==> src/rtl/sound_mixer_dac.sv <==
// sound_mixer_dac: NR51 stereo routing, NR50 volume scaling and per-side
// first-order sigma-delta PDM, all gated by the NR52 master enable.
module sound_mixer_dac #(
    parameter int CH_W = 5
) (
    input  logic            iClock,
    input  logic            iReset,
    input  logic            iSampleTick,
    input  logic [CH_W-1:0] iCh1,
    input  logic [CH_W-1:0] iCh2,
    input  logic [CH_W-1:0] iCh3,
    input  logic [CH_W-1:0] iCh4,
    input  logic [3:0]      iChanOn,
    input  logic [7:0]      iNR50,
    input  logic [7:0]      iNR51,
    input  logic [7:0]      iNR52,
    output logic [CH_W+4:0] oLeft,
    output logic [CH_W+4:0] oRight,
    output logic            oSampleValid,
    output logic            oPdmLeft,
    output logic            oPdmRight
);
    localparam int SW = CH_W + 2;
    localparam int OW = CH_W + 5;

    logic [CH_W-1:0] ch [4];
    logic [SW-1:0]   sum_l, sum_r, s1_l, s1_r;
    logic            s1_v;
    logic [OW-1:0]   vol_l, vol_r, acc_l, acc_r;
    logic [OW:0]     sd_l, sd_r;

    assign ch[0] = iCh1;
    assign ch[1] = iCh2;
    assign ch[2] = iCh3;
    assign ch[3] = iCh4;

    always_comb begin
        sum_l = '0;
        sum_r = '0;
        for (int n = 0; n < 4; n++) begin
            sum_l = sum_l + ((iNR51[4+n] & iChanOn[n]) ? SW'(ch[n]) : '0);
            sum_r = sum_r + ((iNR51[n] & iChanOn[n]) ? SW'(ch[n]) : '0);
        end
    end

    assign vol_l = OW'({1'b0, iNR50[6:4]} + 4'd1);
    assign vol_r = OW'({1'b0, iNR50[2:0]} + 4'd1);
    // The carry out of the wrapping accumulator is the PDM bit.
    assign sd_l  = {1'b0, acc_l} + {1'b0, oLeft};
    assign sd_r  = {1'b0, acc_r} + {1'b0, oRight};

    always_ff @(posedge iClock) begin
        if (iReset || !iNR52[7]) begin
            s1_l         <= '0;
            s1_r         <= '0;
            s1_v         <= 1'b0;
            oLeft        <= '0;
            oRight       <= '0;
            oSampleValid <= 1'b0;
            acc_l        <= '0;
            acc_r        <= '0;
            oPdmLeft     <= 1'b0;
            oPdmRight    <= 1'b0;
        end else begin
            s1_v         <= iSampleTick;
            oSampleValid <= s1_v;
            if (iSampleTick) begin
                s1_l <= sum_l;
                s1_r <= sum_r;
            end
            if (s1_v) begin
                oLeft  <= OW'(s1_l) * vol_l;
                oRight <= OW'(s1_r) * vol_r;
            end
            acc_l     <= sd_l[OW-1:0];
            acc_r     <= sd_r[OW-1:0];
            oPdmLeft  <= sd_l[OW];
            oPdmRight <= sd_r[OW];
        end
    end
endmodule

==> config.mk <==
export PLATFORM = sky130hd
export DESIGN_NAME = sound_mixer_dac
export DESIGN_NICKNAME = d
export VERILOG_FILES = /design/src/rtl/sound_mixer_dac.sv
export SDC_FILE = /design/constraint.sdc
export NUM_CORES = 1
export LEC_CHECK = 0
export ABC_CLOCK_PERIOD_IN_PS = 5900
export BUFFER_PORTS_ARGS = -buffer_cell sky130_fd_sc_hd__buf_2
export CAP_MARGIN = 5
export CORE_AREA = 2 2 90 157
export CTS_CLUSTER_DIAMETER = 100
export DETAILED_ROUTE_END_ITERATION = 7
export DIE_AREA = 0 0 92 159
export RECOVER_POWER = 50
export SYNTH_ARGS = -nofsm -noshare
export SYNTH_HDL_FRONTEND = slang
export SYNTH_SLANG_ARGS = --single-unit
==> constraint.sdc <==
create_clock -name iClock -period 5.9 [get_ports iClock]
set_input_delay 1.77 -clock iClock [delete_from_list [all_inputs] [get_ports iClock]]
set_output_delay 1.77 -clock iClock [all_outputs]
set_load 0.03 [all_outputs]
==> results.cfg, run 1 <==
[global_routing]
grt_max_degree = 33
grt.total_usage_pct = 16.0
grt_antenna_before_repair = 0
overflow = 0
first_global_vias = 4367
grt_pass1_wl_mm = 19.1

[placement]
dp_slack_ns = 0.675
place_inst = 838
hpwl_mm = 9.56
gp_congestion = 0.942
portBuffers = 64

[cells_and_area]
n_fill_cell = 1354
seqCellArea_um2 = 1160
multi_input_area_um2 = 3730
diodes = 0
layout_commonest_cell = inv_1
nNetsFinal = 828
final_util_pct = 45.1
layout-drive-gt1-share_pct = 8.68
final_cell_mix = 77 x inv_1, 60 x ha_1, 58 x dfxtp_1, 44 x nor2_1, 42 x fa_1
syn2layout_area_growth_pct = 14.2
instances_no_fill = 854

[detailed_routing]
vias_per_cell = 5.05
drt_iter0_drc = 87
routedWlPerCell_um = 13.6
ant_nets = 0
drt-pass1-iter-count = 4
drc = 0
dr_total_vias = 4309
wl_mm = 11.6

[pwr]
leakagePower_nw = 2.91
swShare_pct = 25.2
p_comb_share_pct = 14.8
peakVddDrop_mv = 0.116
powerDensity_nw_per_um2 = 181
p_clk_share_pct = 47.9
seqPwrFrac_pct = 37.3
internal-power_mw = 0.814
switchingPower_mw = 0.274

[worst_setup_path]
cp_common_cell = fa_1
slowest_stage = fa_1
cp_cell_sequence = buf_2, ha_1, xor2_1, nand2_1, fa_1, inv_1, fa_1, inv_1, fa_1, nor2b_1, o21ai_0, a21oi_1, mux2i_1, nand2_1
crit_arrival_ns = 5.09
cp-end-kind = flip-flop
critPathKind = in2reg
r2r_slack_ns = 2.88
r2r_end = oRight[8]$_SDFFE_PP0P_
crit_required_ns = 6.11
max_stage_delay_ns = 0.57
start_kind = input pin
cp_max_fo = 9
r2r-start = s1_r[0]$_SDFFE_PP0P_
reg2reg_depth = 11

[timing]
finalSetupViolCount = 0
rsz0062_at_grt = no
tightest_slew_ns = 1.42
fin_setup_tns_ns = 0
hold_viol_final = 0
drv_slew = 0
layout_setup_ws_ns = 1.02
slew-limit-headroom_pct = 5.31
fin_crit_sh_pct = 82.7
fin_crit_ns = 4.88
finClkSkew_ns = 0.00503
max_freq_mhz = 205
hold_ws_ns = 0.499

[min_path]
worstHoldEndpoint = oRight[0]$_SDFFE_PP0P_
worstHoldPathType = reg2reg
hp-start = oRight[0]$_SDFFE_PP0P_
whs_path_depth = 2

[synth]
synth_nets = 769
dominantRegCellSynth = dfxtp_1
synth-edff-count = 0
yosysSeqAreaShare_pct = 22.1
ys_types = 36
async_reset_ff_share_pct = 0
syn-cell-area_um2 = 5260
synth_top_area_share_pct = 22.1
synth_seq_cells = 58
syn-mean-instance-area_um2 = 8.53
synth_cells = 616
synth_warnings = 0
yosysTopAreaCell = dfxtp_1
synth_area_leaders = dfxtp_1 22%, fa_1 16%, ha_1 14%

[clocking]
post_cts_resize_count = 0
cts_setup_buffers = 0
root_buffer = clkbuf_16
clock_latency_ns = 0.33
cts_hold_buf = 0
cts_max_level = 3
cts_max_path_buffers = 2
cts_made_buffers = 9
cts_tree = yes
cts.clk_slew.worst_paths_ns = 0.05
cts_num_sinks = 58

[floorplan]
initial_core_util_pct = 39.5
core_um2 = 13300
die_w_um = 92
die_h_um = 159
fp.dieArea_um2 = 14600
io_pins = 74
std_cell_rows = 56

[flow_run]
cap_violations = 0

[run_status]
status = complete, no violations
-- per-stage QoR --
step                cell area, um^2  power (mW)
CTS                            6030        1.10
detailed placement             5730       0.578
global route                   6000        1.14
floorplan                      5260       0.527
global placement               5730       0.571
finish                         6000        1.09
-- worst max-delay path by stage --
stage               startpoint                     end  slack (ns)  cells after the start
floorplan             iNR50[0]  oRight[8]$_SDFFE_PP0P_        1.24                     13
global placement      iNR50[0]  oRight[8]$_SDFFE_PP0P_        0.77                     14
detailed placement    iNR50[0]  oRight[8]$_SDFFE_PP0P_        0.68                     14
CTS                   iNR50[0]  oRight[8]$_SDFFE_PP0P_        1.01                     14
global route          iNR50[0]  oRight[8]$_SDFFE_PP0P_        0.79                     14
finish                iNR50[0]  oRight[8]$_SDFFE_PP0P_        1.02                     14
-- per-layer routing --
metal / routed length, um / global-route usage [%] / vias to the layer above
met1: 4410 / 15.5 / 2036
met3: 309 / 2.27 / 18
li1: - / - / 2185
met2: 6550 / 32.3 / 70
met5: 0 / 0 / -
met4: 331 / 6.92 / 0
-- synthesized netlist by cell type (15+ instances only) --
cell	count
ha_1	60
nor2_1	44
nor3_1	17
nand2_1	40
inv_1	77
fa_1	42
mux2i_1	18
nand3_1	26
and2_1	30
o21ai_0	32
and3_1	22
dfxtp_1	58
a21oi_1	27
nor2b_1	15
-- registers in the layout (all words and copies together) (netlist names) --
| name | flops |
|---|---|
| s1_l | 7 |
| oPdmRight | 1 |
| acc_l | 10 |
| s1_r | 7 |
| oPdmLeft | 1 |
| oSampleValid | 1 |
| oLeft | 10 |
| s1_v | 1 |
| acc_r | 10 |
| oRight | 10 |
-- logic make-up after synthesis --
logic type      synth area share (%)
mux                             3.43
compound gates                  11.7
simple gates                    21.6
xor+xnor                        3.83
fa+ha+maj                       30.3
flops                           22.1
buf+inv                         6.98
-- critical path: cells and delay by family --
family | cells | cell delay (ns)
fa+ha+maj | 4 | 1.76
buf+inv | 3 | 0.27
simple gates | 3 | 0.33
mux | 1 | 0.20
xor+xnor | 1 | 0.41
compound gates | 2 | 0.35
-- cell type report --
type | instances | share of cell area, %
Multi-Input combinational cell | 463 | 62.2
Clock buffer | 14 | 4.40
Timing Repair Buffer | 66 | 5.05
Sequential cell | 58 | 19.4
Inverter | 77 | 4.82
Clock inverter | 2 | 0.584
Tap cell | 174 | 3.63
-- power groups by stage --
stage / Combinational (mW) / Clock [mW] / Sequential [mW]
after floorplan: 0.116 / 0 / 0.412
after global placement: 0.158 / 0 / 0.414
after detailed placement: 0.164 / 0 / 0.414
after CTS: 0.165 / 0.534 / 0.406
after global routing: 0.182 / 0.550 / 0.407
final: 0.161 / 0.522 / 0.406
Note: power is estimated with default switching activity, not from simulation.
==> run 2: changes to the inputs <==
--- a/config.mk
+++ b/config.mk
@@ -5,7 +5,7 @@
 export SDC_FILE = /design/constraint.sdc
 export NUM_CORES = 1
 export LEC_CHECK = 0
-export ABC_CLOCK_PERIOD_IN_PS = 5900
+export ABC_CLOCK_PERIOD_IN_PS = 4600
 export BUFFER_PORTS_ARGS = -buffer_cell sky130_fd_sc_hd__buf_2
 export CAP_MARGIN = 5
 export CORE_AREA = 2 2 90 157
==> constraint.sdc (replaced) <==
create_clock -name iClock -period 4.6 [get_ports iClock]
set_input_delay 1.38 -clock iClock [delete_from_list [all_inputs] [get_ports iClock]]
set_output_delay 1.38 -clock iClock [all_outputs]
set_load 0.03 [all_outputs]
==> results.cfg, run 2 (synthesis results as in run 1) <==
[run_status]
status = complete, no violations

[worst_setup_path]
crit_required_ns = 4.81
start_kind = input pin
crit_arrival_ns = 4.43
critPathKind = in2reg
cp_max_fo = 6
cp-end-kind = flip-flop

[pwr]
p_clk_share_pct = 49.6
leakagePower_nw = 2.94
p_total_mw = 1.45
internal-power_mw = 1.09
swShare_pct = 25.2
p_comb_share_pct = 14.5
seqPwrFrac_pct = 35.9
peakVddDrop_mv = 0.125
switchingPower_mw = 0.365
powerDensity_nw_per_um2 = 240

[global_routing]
met3_usage_pct = 1.94
first_global_vias = 4508
grt_max_degree = 25
overflow = 0
met1_usage_pct = 16.1
grt_pass1_wl_mm = 19.7
met2_usage_pct = 33.1
grt_antenna_before_repair = 0
grt-busiest-layer = met2
grt.total_usage_pct = 16.7

[detailed_routing]
wl_mm = 11.6
drt-pass1-iter-count = 4
ant_nets = 0
routedWlPerCell_um = 13.5
drc = 0
vias_per_cell = 5.00
dr_total_vias = 4292
drt_iter0_drc = 92

[cells_and_area]
diodes = 0
final_cell_mix = 77 x inv_1, 60 x ha_1, 58 x dfxtp_1, 44 x nor2_1, 42 x fa_1
n_fill_cell = 1347
final_util_pct = 45.5
nNetsFinal = 833
layout-drive-gt1-share_pct = 9.49
syn2layout_area_growth_pct = 15.2
layout_commonest_cell = inv_1

[floorplan]
std_cell_rows = 56
die_h_um = 159
fp.dieArea_um2 = 14600
die_w_um = 92
core_um2 = 13300
initial_core_util_pct = 39.5
io_pins = 74

[placement]
portBuffers = 64
gp_congestion = 0.930
hpwl_mm = 9.60

[clocking]
cts_hold_buf = 0
clock_latency_ns = 0.33
root_buffer = clkbuf_16
cts.clk_slew.worst_paths_ns = 0.05
cts_num_sinks = 58
post_cts_resize_count = 0
cts_max_level = 3
cts_setup_buffers = 0
cts_max_path_buffers = 2
cts_made_buffers = 9
cts_tree = yes

[flow_run]
cap_violations = 0

[timing]
fin_crit_ns = 4.21
fin_crit_sh_pct = 91.6
rsz0062_at_grt = no
slew-limit-headroom_pct = 25.3
drv_slew = 0
max_freq_mhz = 237
hold_viol_final = 0
tightest_slew_ns = 1.12
fin_setup_tns_ns = 0
finalSetupViolCount = 0
finClkSkew_ns = 0.00591

[min_path]
worstHoldPathType = reg2reg
-- run 2: worst max-delay path: stages --
cell	delay, ns
buf_2	0.11
ha_1	0.20
xor2_1	0.16
buf_4	0.16
and2_1	0.17
fa_1	0.51
inv_1	0.06
fa_1	0.52
inv_1	0.04
ha_1	0.23
a211oi_1	0.28
nor2_1	0.13
o21a_1	0.21
a211o_1	0.27
-- run 2: worst paths after layout --
path	cells after the start	to	slack (ns)	from
max	14	oLeft[7]$_SDFFE_PP0P_	0.39	iNR50[4]
min	2	oRight[0]$_SDFFE_PP0P_	0.49	oRight[0]$_SDFFE_PP0P_
max reg2reg	11	oLeft[8]$_SDFFE_PP0P_	1.55	s1_l[0]$_SDFFE_PP0P_
min reg2reg	2	oRight[0]$_SDFFE_PP0P_	0.49	oRight[0]$_SDFFE_PP0P_
-- run 2: power by group through the flow --
stage / clock [mW] / combinational [mW] / sequential (mW)
2_1_floorplan: 0 / 0.148 / 0.528
3_3_place_gp: 0 / 0.207 / 0.531
3_5_place_dp: 0 / 0.214 / 0.531
4_1_cts: 0.733 / 0.216 / 0.521
5_1_grt: 0.755 / 0.241 / 0.522
6_report: 0.720 / 0.211 / 0.520
-- run 2: area by class of cell --
class / instances / area (um^2) / area share (%)
clock inverter: 5 / 77.6 / 1.28
tap: 174 / 218 / 3.60
multi-input combinational: 463 / 3730 / 61.5
sequential: 58 / 1160 / 19.2
inverter: 77 / 289 / 4.77
timing repair buffer: 71 / 340 / 5.62
clock buffer: 11 / 243 / 4.01
-- run 2: through the flow --
| step | setup WS [ns] | cell area (um^2) | instances | hold slack [ns] |
|---|---|---|---|---|
| final | 0.388 | 6060 | 859 | 0.493 |
| after global routing | 0.163 | 6060 | 859 | 0.531 |
| after CTS | 0.376 | 6090 | 859 | 0.494 |
| after detailed placement | 0.0268 | 5770 | 843 | 0.485 |
| after global placement | 0.0801 | 5770 | 843 | 0.476 |
| after floorplan | 0.334 | 5260 | 616 | 0.487 |
-- run 2: metal layers --
layer / routed length (um) / part of all wire [%]
met5: 0 / 0
met2: 6420 / 55
met1: 4370 / 38
met3: 335 / 2.9
met4: 496 / 4.3
